$ cat src/rtl/pinball_pkg.sv
// Shared types and idle-level constants for the pinball input conditioner.
package pinball_pkg;

    // Conditioner mode: wait for quiet inputs after reset, then run.
    typedef enum logic {
        SETTLE = 1'b0,
        RUN    = 1'b1
    } cond_state_t;

    // Resting level of each sensor class when no ball is interacting.
    localparam logic TARGET_IDLE = 1'b0;
    localparam logic LOSE_IDLE   = 1'b0;
    localparam logic TUNNEL_IDLE = 1'b1;

endpackage : pinball_pkg

$ cat src/rtl/pinball_input_cond_if.sv
// Bundle of raw sensor inputs and conditioned outputs between the
// playfield sensors and the game FSM.
interface pinball_input_cond_if #(
    parameter int N_TUNNEL = 4
);

    // Raw, asynchronous playfield sensors
    logic                raw_target;
    logic                raw_lose_arch;
    logic [N_TUNNEL-1:0] raw_tunnel_p;

    // Conditioned, clk-synchronous outputs
    logic                target;
    logic                lose_arch;
    logic [N_TUNNEL-1:0] tunnel_p;
    logic                target_hit;
    logic [N_TUNNEL-1:0] tunnel_hit;
    logic                enable_FSM;
    logic [N_TUNNEL-1:0] sensor_fault;

    // Sensor side: drives raw levels, observes conditioned results
    modport master (
        output raw_target,
        output raw_lose_arch,
        output raw_tunnel_p,
        input  target,
        input  lose_arch,
        input  tunnel_p,
        input  target_hit,
        input  tunnel_hit,
        input  enable_FSM,
        input  sensor_fault
    );

    // Conditioner side: consumes raw levels, produces conditioned results
    modport slave (
        input  raw_target,
        input  raw_lose_arch,
        input  raw_tunnel_p,
        output target,
        output lose_arch,
        output tunnel_p,
        output target_hit,
        output tunnel_hit,
        output enable_FSM,
        output sensor_fault
    );

endinterface : pinball_input_cond_if

$ cat src/rtl/sensor_debounce.sv
// One sensor channel: 2-flop synchronizer, persistence-count debouncer
// and a one-cycle pulse when the accepted level moves to its active value.
module sensor_debounce #(
    parameter int   DEB_CYCLES = 16,
    parameter logic IDLE       = 1'b0
) (
    input  logic clk,
    input  logic reset,       // asynchronous, active-low
    input  logic raw,
    output logic level,
    output logic rise_pulse,  // pulse on transition to the active (non-idle) level
    output logic busy         // a candidate level change is being timed
);

    localparam int              DEB_W   = (DEB_CYCLES > 1) ? $clog2(DEB_CYCLES) : 1;
    localparam logic [DEB_W-1:0] CNT_MAX = DEB_W'(DEB_CYCLES - 1);

    logic             sync1_q, sync1_d;
    logic             sync2_q, sync2_d;
    logic             stable_q, stable_d;
    logic [DEB_W-1:0] cnt_q, cnt_d;
    logic             pulse_q, pulse_d;

    // Synchronizer shift and debounce decision for the next edge
    always_comb begin
        sync1_d  = raw;
        sync2_d  = sync1_q;
        stable_d = stable_q;
        cnt_d    = cnt_q;
        pulse_d  = 1'b0;
        if (sync2_q != stable_q) begin
            if (cnt_q == CNT_MAX) begin
                // New level has persisted long enough: accept it
                stable_d = sync2_q;
                cnt_d    = '0;
                pulse_d  = (sync2_q != IDLE);
            end else begin
                cnt_d = cnt_q + 1'b1;
            end
        end else begin
            // Any return to the accepted level discards the candidate
            cnt_d = '0;
        end
    end

    // Channel state registers; reset drops everything back to idle
    always_ff @(posedge clk or negedge reset) begin
        if (!reset) begin
            sync1_q  <= IDLE;
            sync2_q  <= IDLE;
            stable_q <= IDLE;
            cnt_q    <= '0;
            pulse_q  <= 1'b0;
        end else begin
            sync1_q  <= sync1_d;
            sync2_q  <= sync2_d;
            stable_q <= stable_d;
            cnt_q    <= cnt_d;
            pulse_q  <= pulse_d;
        end
    end

    assign level      = stable_q;
    assign rise_pulse = pulse_q;
    assign busy       = (cnt_q != '0);

endmodule : sensor_debounce

$ cat src/rtl/pinball_input_cond.sv
// Pinball input conditioner: debounces all playfield sensors, holds the
// game FSM off until inputs are quiet after reset, and flags tunnel
// sensors that stay blocked for too long.
module pinball_input_cond
    import pinball_pkg::*;
#(
    parameter int N_TUNNEL      = 4,
    parameter int DEB_CYCLES    = 16,
    parameter int SETTLE_CYCLES = 64,
    parameter int STUCK_CYCLES  = 4096
) (
    input  logic                  clk,
    input  logic                  reset,   // asynchronous, active-low
    pinball_input_cond_if.slave   bus
);

    localparam int SETTLE_W = (SETTLE_CYCLES > 1) ? $clog2(SETTLE_CYCLES) : 1;
    localparam int STUCK_W  = (STUCK_CYCLES > 1) ? $clog2(STUCK_CYCLES) : 1;
    localparam logic [SETTLE_W-1:0] SETTLE_MAX = SETTLE_W'(SETTLE_CYCLES - 1);
    localparam logic [STUCK_W-1:0]  STUCK_MAX  = STUCK_W'(STUCK_CYCLES - 1);

    logic                target_lvl;
    logic                target_rise;
    logic                lose_lvl;
    logic                lose_rise_unused;
    logic [N_TUNNEL-1:0] tunnel_lvl;
    logic [N_TUNNEL-1:0] tunnel_rise;
    logic [N_TUNNEL+1:0] busy;
    logic                all_idle;

    cond_state_t         state_q, state_d;
    logic [SETTLE_W-1:0] settle_cnt_q, settle_cnt_d;
    logic                enable_q, enable_d;
    logic [STUCK_W-1:0]  stuck_cnt_q [N_TUNNEL];
    logic [STUCK_W-1:0]  stuck_cnt_d [N_TUNNEL];
    logic [N_TUNNEL-1:0] fault_q, fault_d;

    // ---------------------------------------------------------------
    // Per-channel conditioning
    // ---------------------------------------------------------------
    sensor_debounce #(
        .DEB_CYCLES (DEB_CYCLES),
        .IDLE       (TARGET_IDLE)
    ) u_target (
        .clk        (clk),
        .reset      (reset),
        .raw        (bus.raw_target),
        .level      (target_lvl),
        .rise_pulse (target_rise),
        .busy       (busy[0])
    );

    // Lose arch only exports a level; its pulse is not consumed
    sensor_debounce #(
        .DEB_CYCLES (DEB_CYCLES),
        .IDLE       (LOSE_IDLE)
    ) u_lose (
        .clk        (clk),
        .reset      (reset),
        .raw        (bus.raw_lose_arch),
        .level      (lose_lvl),
        .rise_pulse (lose_rise_unused),
        .busy       (busy[1])
    );

    // Tunnel beams idle high, so their pulse marks a 1->0 (ball present)
    generate
        for (genvar gi = 0; gi < N_TUNNEL; gi++) begin : g_tunnel
            sensor_debounce #(
                .DEB_CYCLES (DEB_CYCLES),
                .IDLE       (TUNNEL_IDLE)
            ) u_tunnel (
                .clk        (clk),
                .reset      (reset),
                .raw        (bus.raw_tunnel_p[gi]),
                .level      (tunnel_lvl[gi]),
                .rise_pulse (tunnel_rise[gi]),
                .busy       (busy[gi+2])
            );
        end
    endgenerate

    // Quiet means every accepted level is idle and no change is pending
    assign all_idle = (target_lvl == TARGET_IDLE) &&
                      (lose_lvl == LOSE_IDLE) &&
                      (tunnel_lvl == {N_TUNNEL{TUNNEL_IDLE}}) &&
                      (busy == '0);

    // ---------------------------------------------------------------
    // Settle / run control
    // ---------------------------------------------------------------

    // Next-state: count consecutive quiet cycles, then enable for good
    always_comb begin
        state_d      = state_q;
        settle_cnt_d = settle_cnt_q;
        enable_d     = enable_q;
        case (state_q)
            SETTLE: begin
                if (all_idle) begin
                    if (settle_cnt_q == SETTLE_MAX) begin
                        state_d  = RUN;
                        enable_d = 1'b1;
                    end else begin
                        settle_cnt_d = settle_cnt_q + 1'b1;
                    end
                end else begin
                    settle_cnt_d = '0;
                end
            end
            RUN: begin
                enable_d = 1'b1;
            end
            default: begin
                state_d      = SETTLE;
                settle_cnt_d = '0;
                enable_d     = 1'b0;
            end
        endcase
    end

    // Control registers
    always_ff @(posedge clk or negedge reset) begin
        if (!reset) begin
            state_q      <= SETTLE;
            settle_cnt_q <= '0;
            enable_q     <= 1'b0;
        end else begin
            state_q      <= state_d;
            settle_cnt_q <= settle_cnt_d;
            enable_q     <= enable_d;
        end
    end

    // ---------------------------------------------------------------
    // Stuck tunnel sensor detection
    // ---------------------------------------------------------------

    // Time continuous blocked periods per beam; faults are sticky
    always_comb begin
        stuck_cnt_d = stuck_cnt_q;
        fault_d     = fault_q;
        if (state_q == RUN) begin
            for (int i = 0; i < N_TUNNEL; i++) begin
                if (tunnel_lvl[i] != TUNNEL_IDLE) begin
                    if (stuck_cnt_q[i] == STUCK_MAX) begin
                        fault_d[i] = 1'b1;
                    end else begin
                        stuck_cnt_d[i] = stuck_cnt_q[i] + 1'b1;
                    end
                end else begin
                    stuck_cnt_d[i] = '0;
                end
            end
        end
    end

    // Stuck counters and fault flags
    always_ff @(posedge clk or negedge reset) begin
        if (!reset) begin
            for (int i = 0; i < N_TUNNEL; i++) begin
                stuck_cnt_q[i] <= '0;
            end
            fault_q <= '0;
        end else begin
            stuck_cnt_q <= stuck_cnt_d;
            fault_q     <= fault_d;
        end
    end

    // ---------------------------------------------------------------
    // Outputs
    // ---------------------------------------------------------------
    assign bus.target       = target_lvl;
    assign bus.lose_arch    = lose_lvl;
    assign bus.tunnel_p     = tunnel_lvl;
    assign bus.target_hit   = target_rise;
    assign bus.tunnel_hit   = tunnel_rise;
    assign bus.enable_FSM   = enable_q;
    assign bus.sensor_fault = fault_q;

endmodule : pinball_input_cond

$ cat src/flat_wrapper.sv
// flat-port wrapper written by rule: the top's interface ports become plain ports
module pinball_input_cond_flat import pinball_pkg::*;
#(
    parameter int N_TUNNEL      = 4,
    parameter int DEB_CYCLES    = 16,
    parameter int SETTLE_CYCLES = 64,
    parameter int STUCK_CYCLES  = 4096
)
  (clk, reset, bus_raw_target, bus_raw_lose_arch, bus_raw_tunnel_p, bus_target, bus_lose_arch, bus_tunnel_p, bus_target_hit, bus_tunnel_hit, bus_enable_FSM, bus_sensor_fault);
  pinball_input_cond_if #(.N_TUNNEL(N_TUNNEL)) bus_i ();
  input  logic clk;
  input  logic reset;
  input wire logic [$bits(bus_i.raw_target)-1:0] bus_raw_target;
  input wire logic [$bits(bus_i.raw_lose_arch)-1:0] bus_raw_lose_arch;
  input wire logic [$bits(bus_i.raw_tunnel_p)-1:0] bus_raw_tunnel_p;
  output wire logic [$bits(bus_i.target)-1:0] bus_target;
  output wire logic [$bits(bus_i.lose_arch)-1:0] bus_lose_arch;
  output wire logic [$bits(bus_i.tunnel_p)-1:0] bus_tunnel_p;
  output wire logic [$bits(bus_i.target_hit)-1:0] bus_target_hit;
  output wire logic [$bits(bus_i.tunnel_hit)-1:0] bus_tunnel_hit;
  output wire logic [$bits(bus_i.enable_FSM)-1:0] bus_enable_FSM;
  output wire logic [$bits(bus_i.sensor_fault)-1:0] bus_sensor_fault;
  assign bus_i.raw_target = bus_raw_target;
  assign bus_i.raw_lose_arch = bus_raw_lose_arch;
  assign bus_i.raw_tunnel_p = bus_raw_tunnel_p;
  assign bus_target = bus_i.target;
  assign bus_lose_arch = bus_i.lose_arch;
  assign bus_tunnel_p = bus_i.tunnel_p;
  assign bus_target_hit = bus_i.target_hit;
  assign bus_tunnel_hit = bus_i.tunnel_hit;
  assign bus_enable_FSM = bus_i.enable_FSM;
  assign bus_sensor_fault = bus_i.sensor_fault;
  pinball_input_cond #(.N_TUNNEL(N_TUNNEL), .DEB_CYCLES(DEB_CYCLES), .SETTLE_CYCLES(SETTLE_CYCLES), .STUCK_CYCLES(STUCK_CYCLES)) u_core (.clk(clk), .reset(reset), .bus(bus_i));
endmodule
$ cat config.mk
export PLATFORM = sky130hd
export DESIGN_NAME = pinball_input_cond_flat
export DESIGN_NICKNAME = d
export VERILOG_FILES = /design/src/rtl/pinball_pkg.sv /design/src/rtl/pinball_input_cond_if.sv /design/src/rtl/sensor_debounce.sv /design/src/rtl/pinball_input_cond.sv /design/src/flat_wrapper.sv
export SDC_FILE = /design/constraint.sdc
export NUM_CORES = 1
export LEC_CHECK = 0
export CAP_MARGIN = 5
export CORE_MARGIN = 2
export CORE_UTILIZATION = 51
export DETAILED_ROUTE_END_ITERATION = 10
export PLACE_DENSITY = 0.72
export SLEW_MARGIN = 5
export SYNTH_ARGS = -nofsm -noshare
export SYNTH_HDL_FRONTEND = slang
export SYNTH_SLANG_ARGS = --single-unit
$ cat constraint.sdc
create_clock -name clk -period 3.3 [get_ports clk]
set_clock_uncertainty 0.15 [all_clocks]
set_input_delay 0.495 -clock clk [delete_from_list [all_inputs] [get_ports clk]]
set_output_delay 0.495 -clock clk [all_outputs]
set_load 0.01 [all_outputs]
**Word-level counts from Yosys, hierarchy flattened**

Index checks and enable logic that the tools add are counted.
W data, S select, Z words.

- Output and inout bits: 16
- Register bits after elaboration: 107

- Reduce and logical (&&, ||, !) cells: 26
- Add/sub/neg operators: 11
- Equality and inequality tests: 25
- Bitwise logic cells: 11
- Muxes and demuxes: 38

Operators by type and width:

| cell | count |
|---|---|
| $mux W12 | 8 |
| $add A12 B1 Y12 const B | 4 |
| $eq A12 B12 Y1 const B | 4 |
| $mux W4 | 12 |
| $eq A4 B4 Y1 const B | 7 |
| $add A4 B1 Y4 const B | 6 |
| $reduce_and A2 Y1 | 12 |
| $reduce_bool A4 Y1 | 6 |
| $mux W1 | 15 |
| $mux W6 | 2 |
| $reduce_and A3 Y1 | 4 |
| $not A1 Y1 | 11 |
| $ne A2 B2 Y1 const B | 5 |
| $add A6 B1 Y6 const B | 1 |
| $eq A6 B6 Y1 const B | 1 |
| $logic_not A6 Y1 | 1 |
| $ne A1 B1 Y1 | 6 |
| $ne A2 B1 Y1 const B | 2 |
| $logic_and A1 B1 Y1 | 3 |
| $pmux W1 S2 | 1 |

**Logic depth before layout (Yosys ltp)**

Gate-level depths: netlist of run 1.

- Depth after elaboration: 6
- Gate-level depth with buffers: 6
- Mapped depth without buffers: 6

**Modules after synthesis**

From an unflattened synthesis of run 1, not the netlist that was laid out.

- Cell total of the unflattened synthesis: 503
- Area, all modules: 5278.8 µm²

Modules (own cells, without submodules):

| module | times used | cells an instance | seq. area each (µm²) | area an instance (µm²) |
|---|---|---|---|---|
| pinball_input_cond | 1 | 353 | 1501.4 | 3281.9 |
| sensor_debounce at u_core.g_tunnel[0].u_tunnel ... | 4 | 25 | 203.9 | 334.1 |
| sensor_debounce at u_core.u_lose ... | 2 | 25 | 200.2 | 330.3 |

**Least setup slack after synthesis of run 1**

OpenSTA, ideal clock, no wires.

- Kind: register to register
- Start: reg u_core.stuck_cnt_q[36] in the netlist's numbering
- End: reg u_core.stuck_cnt_q[37] in the netlist's numbering
- Setup slack: 1434 ps
- Arrival time: 1589 ps
- Path buffers: 1
- Period minus slack after synthesis: 1866 ps
- Stages on the path, launching flop included: 6
- Required time: 3023 ps
- Setup time: 127 ps
- Path through: dfrtp_1 -> ha_1 -> nand4_1 -> o41ai_4 -> buf_6 -> mux2_1

- Word-level cells in the longest chain between the ends: 3
- Elaborated cells on any way between the ends: 6

RTL lines:

| what | RTL line | text |
|---|---|---|
| start, declared | pinball_input_cond.sv:34 | `logic [STUCK_W-1:0] stuck_cnt_q [N_TUNNEL];` |
| start signal, assigned | pinball_input_cond.sv:166 | `stuck_cnt_q <= stuck_cnt_d;` |
| $add A12 B1 Y12 or $eq A12 B12 Y1 (tied branches) | pinball_input_cond.sv:149, pinball_input_cond.sv:146 |  |
| $mux W12 or $ne A2 B2 Y1 (tied branches) | -- |  |
| $mux W12 or $reduce_and A2 Y1 (tied branches) | -- |  |

Several ways; a longest one is shown, not always the timed one. The select of a mux whose other input is x is not followed.
A chain may end at the register's enable or synchronous reset.

**Worst setup path after layout of run 1**

- Start: reg u_core.g_tunnel[1].u_tunnel.stable_q
- End: out bus_tunnel_p[1]

RTL lines:

| what | RTL line | text |
|---|---|---|
| start, declared | sensor_debounce.sv:20 | `logic stable_q, stable_d;` |
| start signal, assigned | sensor_debounce.sv:57 | `stable_q <= stable_d;` |
| end, declared | flat_wrapper.sv:18 | `output wire logic [$bits(bus_i.tunnel_p)-1:0] bus_tunnel_p;` |

No word-level cell between the ends.

==> results of run 1 <==
cells in the mapped netlist, types with 9 or more instances:
library cell,count,area (sq um)
nand3_1,22,110
o2bb2ai_1,10,87.6
a21o_1,9,67.6
buf_4,9,67.6
mux2i_1,9,90.1
clkbuf_1,9,33.8
nor3b_1,11,82.6
xnor2_1,12,105
dfrtp_1,95,2380
dfstp_2,12,315
o21ai_0,18,90.1
nand2_1,25,93.8
a21oi_1,25,125
ha_1,17,213
nor2_1,36,135
nor3_1,13,65.1
o31ai_1,10,75.1
inv_1,23,86.3
stage by stage:
step	total power, W	std cells	util	instance area (sq um)
6_report	0.00230	661	0.573	5920
4_1_cts	0.00234	661	0.573	5920
5_1_grt	0.00241	661	0.573	5920
2_1_floorplan	0.00144	507	-	5400
3_5_place_dp	0.00149	645	0.553	5700
3_3_place_gp	0.00149	645	0.553	5700
flip-flops by register name, indices dropped and copies added (netlist names):
| register | flops |
|---|---|
| u_core.settle_cnt_q | 6 |
| u_core.g_tunnel.u_tunnel.rise_pulse | 4 |
| u_core.u_lose.level | 1 |
| u_core.u_target.rise_pulse | 1 |
| u_core.u_target.sync1_q | 1 |
| u_core.u_target.sync2_q | 1 |
| u_core.u_lose.sync2_q | 1 |
| u_core.stuck_cnt_q | 48 |
| u_core.u_target.cnt_q | 4 |
| u_core.u_lose.cnt_q | 4 |
| u_core.u_lose.sync1_q | 1 |
| u_core.g_tunnel.u_tunnel.level | 4 |
| u_core.state_q | 1 |
| u_core.bus.sensor_fault | 4 |
| u_core.bus.enable_FSM | 1 |
| u_core.u_target.level | 1 |
| u_core.g_tunnel.u_tunnel.cnt_q | 16 |
| u_core.g_tunnel.u_tunnel.sync2_q | 4 |
| u_core.g_tunnel.u_tunnel.sync1_q | 4 |
kinds of logic after synthesis:
group                      Yosys count  share of synthesized area
buffers and inverters               49                     0.0429
and+or+nand+nor                    177                      0.188
muxes                               18                     0.0354
adders and majority gates           17                     0.0394
DFF                                107                      0.498
AOI/OAI and AO/OA                  127                      0.177
xor gates and xnor gates            12                     0.0195
routing by layer:
metal  GRT usage  routed length (microns)  vias up
met1       0.251                     4480     1918
met3      0.0590                      443        7
met4      0.0538                      101        0
met2       0.322                     4890       71
li1            -                        -     1911
met5           0                        0        -
cell type report:
class	instances	area (sq um)	share of cell area
Multi-Input combinational cell	351	2480	0.419
Timing Repair Buffer	28	278	0.0470
Clock inverter	6	83.8	0.0142
Sequential cell	107	2690	0.455
Clock buffer	10	128	0.0216
Tap cell	136	170	0.0288
Inverter	23	86.3	0.0146
how the worst max path moves through the flow:
| stage | from | depth (start not counted) | endpoint |
|---|---|---|---|
| floorplan | u_core.stuck_cnt_q[36] | 5 | u_core.stuck_cnt_q[37] |
| global placement | u_core.stuck_cnt_q[36] | 4 | u_core.stuck_cnt_q[36] |
| detailed placement | u_core.stuck_cnt_q[0] | 6 | u_core.stuck_cnt_q[5] |
| CTS | u_core.g_tunnel[1].u_tunnel.level | 1 | bus_tunnel_p[1] |
| global route | u_core.g_tunnel[0].u_tunnel.level | 1 | bus_tunnel_p[0] |
| finish | u_core.g_tunnel[1].u_tunnel.level | 1 | bus_tunnel_p[1] |
report_power, final:
group	internal, W	switching, W	leakage [nW]
combinational	0.0000428	0.0000566	1.01
clock	0.000368	0.000469	0.106
sequential	0.00134	0.0000253	1.43
==> metrics.md, run 1 <==
| Metric | Value |
|---|---|
| Status | complete, no violations |
| Pre-Repair DR Iteration Count | 4 |
| Crit Path Category | reg2out |
| Worst-path clk slew | ~0.1 ns |
| Pwr dens | approximately 390 nW/um^2 |
| FILL cells | 868 |
| Die Area | around 11000 sq um |
| Number of remaining DRC errors | 0 |
| Unrepaired setup endpoints after global routing | no |
| Worst setup EP type | output pin |
| Worst slew pin tran | 0.781 ns |
| Crit-path max FO | 21 |
| Final WS setup | 0.869 ns |
| Core Box Area | approximately 10000 sq um |
| CP arrival | about 1.8 ns |
| Post-synth EDFFs | 0 |
| Relative slew slack | 0.480 |
| Grt ovf | 0 |
| Max Fclk | 0.411 GHz |
| Die Height | 107 microns |
| Io pins | 24 |
| PortBufs | 23 |
| Routability congestion estimate | 0.886 |
| Yosys cell types | 73 |
| Final hold vios | 0 |
| Fraction of layout cells with a size suffix above 1 | 0.116 |
| Commonest non-fill, non-tap cell in the layout | dfrtp_1 |
| CP Cell Sequence | clkdlybuf4s50_1 |
| Syn Area/Cell | 10.7 sq um |
| Worst EP required | between 2 and 3 ns |
| Post-CTS Setup Inserts | 0 |
| Aggregate global-route resource usage | 0.195 |
| Commonest non-fill, non-tap cells in the layout | dfrtp_1 (95), nor2_1 (36), nand2_1 (25), a21oi_1 (25), inv_1 (23) |
| CP peak stage delay | 0.78 ns |
| Ys flop type | dfrtp_1 |
| Hold_ws | around 0.022 ns |
| Initial Util | 0.523 |
| RR Endpoint | u_core.stuck_cnt_q[9] |
| Largest net degree at the start of global routing | 60 |
| Clock Sinks | roughly 110 |
| Max-cap violations | 0 |
| Synth Warn # | 0 |
| Routed length per instance | 15.0 microns |
| TritonCTS Buffers | 9 |
| Total negative slack | 0 ns |
| CTS H-tree lvls | 3 |
| Nets@finish | 545 |
| # diodes | 0 |
| Hold crit path type | in2async |
| Part of the Yosys area used for sequential elements | 0.498 |
| Clock Tree Buf Depth | 2 |
| Final period util | 0.737 |
| Mapped Cells | about 500 |
| Total number of vias | around 3.9k |
| Cell Area, Synth | around 5400 sq um |
| Root Buffer | clkbuf_8 |
| Core Rows | 37 |
| Clk Latency, worst-skew pair | 0.39 ns |
| Initial DRC Count | roughly 210 |
| Antenna-violating nets left | 0 |
| Max Slew Vio Count | 0 |
| Seq cells post-synth | 107 |
| Resized cells post-CTS | 0 |
| Worst path top cell family by delay | flip-flops |
| Dpl hpwl | 6770 microns |
| Area Growth Syn to Fin | 9.52% |
| Hold-fix buffers, CTS | 0 |
| First-pass GRT wire length | 17900 microns |
| Ys async rst share | 1.00 |
| Vias in the first global route | between 3k and 4k |
| Final setup fails | 0 |
| Initial antenna violation count | 0 |
| Die width | 107 microns |
| Leak Pwr | ~2.5 nW |
| CTS tree | done |
| R2r worst-path depth | 6 |
| RR Startpoint | u_core.stuck_cnt_q[0] |
| Crit path buf inv count | 1 |
| Worst VDD drop | 0.460 mV |
| DR vias/cell | slightly below 6 |
| Mapped Nets | 532 |
| Pre-CTS WS | 1.09 ns |
| Slowest stage cell, crit path | dfstp_2 |
| Reg2reg setup slack | 1.07 ns |
| Min Clock Period, post-route | 2.43 ns |
| Worst setup SP type | flop |
| WL final | 9920 microns |
Note: power is estimated with default switching activity, not from simulation.
==> inputs of run 2 (changes only) <==
- PLACE_DENSITY: 0.72 -> 0.75
- clock period: 3.3 -> 2.03 ns (I/O delays scaled with it)
==> metrics.md, run 2 (synthesis gave the netlist of run 1 again) <==
| Metric | Value |
|---|---|
| TritonCTS Buffers | 9 |
| Area Growth Syn to Fin | 12.2% |
| Routability congestion estimate | 0.831 |
| Max Fclk | 0.512 GHz |
| DR vias/cell | 6.02 |
| Final hold vios | 0 |
| Crit path launch | u_core.g_tunnel[3].u_tunnel.level |
| Max-cap violations | 0 |
| Worst setup SP type | flop |
| Initial DRC Count | 268 |
| Grt ovf | 0 |
| Clk Latency, worst-skew pair | 0.39 ns |
| Crit Path Category | reg2out |
| Initial Util | 0.523 |
| Clock Sinks | 107 |
| Antenna-violating nets left | 0 |
| Final WS setup | 0.0775 ns |
| CP peak stage delay | 0.57 ns |
| Total design power | 0.00364 W |
| Vias in the first global route | slightly above 4k |
| Top reg by flops | u_core.stuck_cnt_q |
| CTS H-tree lvls | 3 |
| Worst path depth | 1 |
| Min Clock Period, post-route | 1.95 ns |
| Final setup fails | 0 |
| Pwr dens | 601 nW/um^2 |
| Pre-CTS WS | 0.0795 ns |
| Commonest non-fill, non-tap cell in the layout | dfrtp_1 |
| Worst hold path cell count | 1 |
| Die width | 107 microns |
| Io pins | 24 |
| Final Cell Area | 6060 sq um |
| Unrepaired setup endpoints after global routing | yes |
| Max reg flops | 48 |
| Slowest stage cell, crit path | dfstp_2 |
| Biggest regs | u_core.stuck_cnt_q x48, u_core.g_tunnel.u_tunnel.cnt_q x16, u_core.settle_cnt_q x6 |
| Status | complete, no violations |
| Pre-Repair DR Iteration Count | 5 |
| Worst VDD drop | a little under 0.9 mV |
| Crit-path max FO | 4 |
| Clock Tree Buf Depth | 2 |
| Total number of vias | 4077 |
| Dpl hpwl | 7170 microns |
| PortBufs | 23 |
| Max Slew Vio Count | 0 |
| Worst setup EP type | output pin |
| Root Buffer | clkbuf_8 |
| CTS tree | done |
| # diodes | 0 |
| Crit path buf inv count | 1 |
| Largest net degree at the start of global routing | 45 |
| R2r worst-path depth | 5 |
| Aggregate global-route resource usage | 0.204 |
| Routed length per instance | approximately 15 microns |
| Placed Cells incl. Taps | 656 |
| Number of remaining DRC errors | 0 |
| Hold crit path type | in2reg |
| Worst slew pin tran | 0.490 ns |
| Hold Path Origin | bus_raw_tunnel_p[1] |
| Worst EP required | between 1.5 and 2 ns |
| RR Startpoint | u_core.stuck_cnt_q[36] |
| Layout Cells excl Fill | between 600 and 700 |
| Leak Pwr | 2.62 nW |
| Final period util | 0.962 |
| Die Area | 11400 sq um |
| Hold_ws | 0.166 ns |
| Core Rows | 37 |
| CP arrival | 1.50 ns |
| Fraction of layout cells with a size suffix above 1 | 0.150 |
| Core Box Area | 10300 sq um |
| Initial antenna violation count | 0 |
| First-pass GRT wire length | around 19000 microns |
| Commonest non-fill, non-tap cells in the layout | dfrtp_1 (94), nor2_1 (36), nand2_1 (25), a21oi_1 (25), inv_1 (23) |
| Nets@finish | between 500 and 600 |
| WL final | 10500 microns |
| Relative slew slack | 0.668 |
| Worst path top cell family by delay | flip-flops |
| Worst-path clk slew | 0.10 ns |
| Die Height | 107 microns |
| CP Cell Sequence | clkdlybuf4s50_1 |
| Placed cell areas | 5810 sq um |
-- run 2: cell types whose count changed in the layout (fill, tap and decap cells not counted), sizes merged --
cell           before  now
bufinv              1    0
buf                 6   21
inv                25   26
dlygate4sd2         0    1
dlygate4sd3         0    1
clkinv              3    1
clkbuf             10   11
clkinvlp            0    1
clkdlybuf4s50      22   21
-- run 2: routing by layer --
layer | GRT usage | part of all wire | vias to the layer above
met5 | 0 | 0 | -
met4 | 0.0705 | 0.0086 | 0
li1 | - | - | 1956
met1 | 0.265 | 0.46 | 2038
met2 | 0.329 | 0.49 | 79
met3 | 0.0590 | 0.043 | 4
-- run 2: final timing paths --
path | to | slack (ns)
min reg2reg | u_core.g_tunnel[2].u_tunnel.sync2_q | 0.20
min in group asynchronous | u_core.stuck_cnt_q[34] | 0.23
max in group asynchronous | u_core.g_tunnel[0].u_tunnel.level | 0.89
max reg2reg | u_core.stuck_cnt_q[42] | 0.10
max | bus_tunnel_p[3] | 0.08
min | u_core.g_tunnel[1].u_tunnel.sync1_q | 0.17
-- run 2: stage by stage --
stage / utilization / TNS [ns]
after floorplan: - / 0
final: 0.587 / 0
after global routing: 0.587 / -0.0268
after detailed placement: 0.563 / 0
after global placement: 0.563 / 0
after CTS: 0.584 / 0
-- run 2: area by class of cell --
cell class | count | area, sq um
Tap cell | 136 | 170
Sequential cell | 107 | 2690
Multi-Input combinational cell | 351 | 2490
Inverter | 23 | 86.3
Clock buffer | 11 | 141
Fill cell | 834 | 4270
Clock inverter | 5 | 45.0
Timing Repair Buffer | 44 | 428
-- run 2: power by group --
group | internal, W | switching, W
Clock | 0.000500 | 0.000752
Combinational | 0.0000744 | 0.0000924
Sequential | 0.00218 | 0.0000423
-- run 2: timing repair --
action                                  CTS  global route
endpoints found under the setup margin    2            22
pin swaps                                 0             2
setup buffers                             2             2
hold buffers                              1             0
hold endpoints to repair                 23             0
gates resized for setup                   2             6
cloned                                    0             0
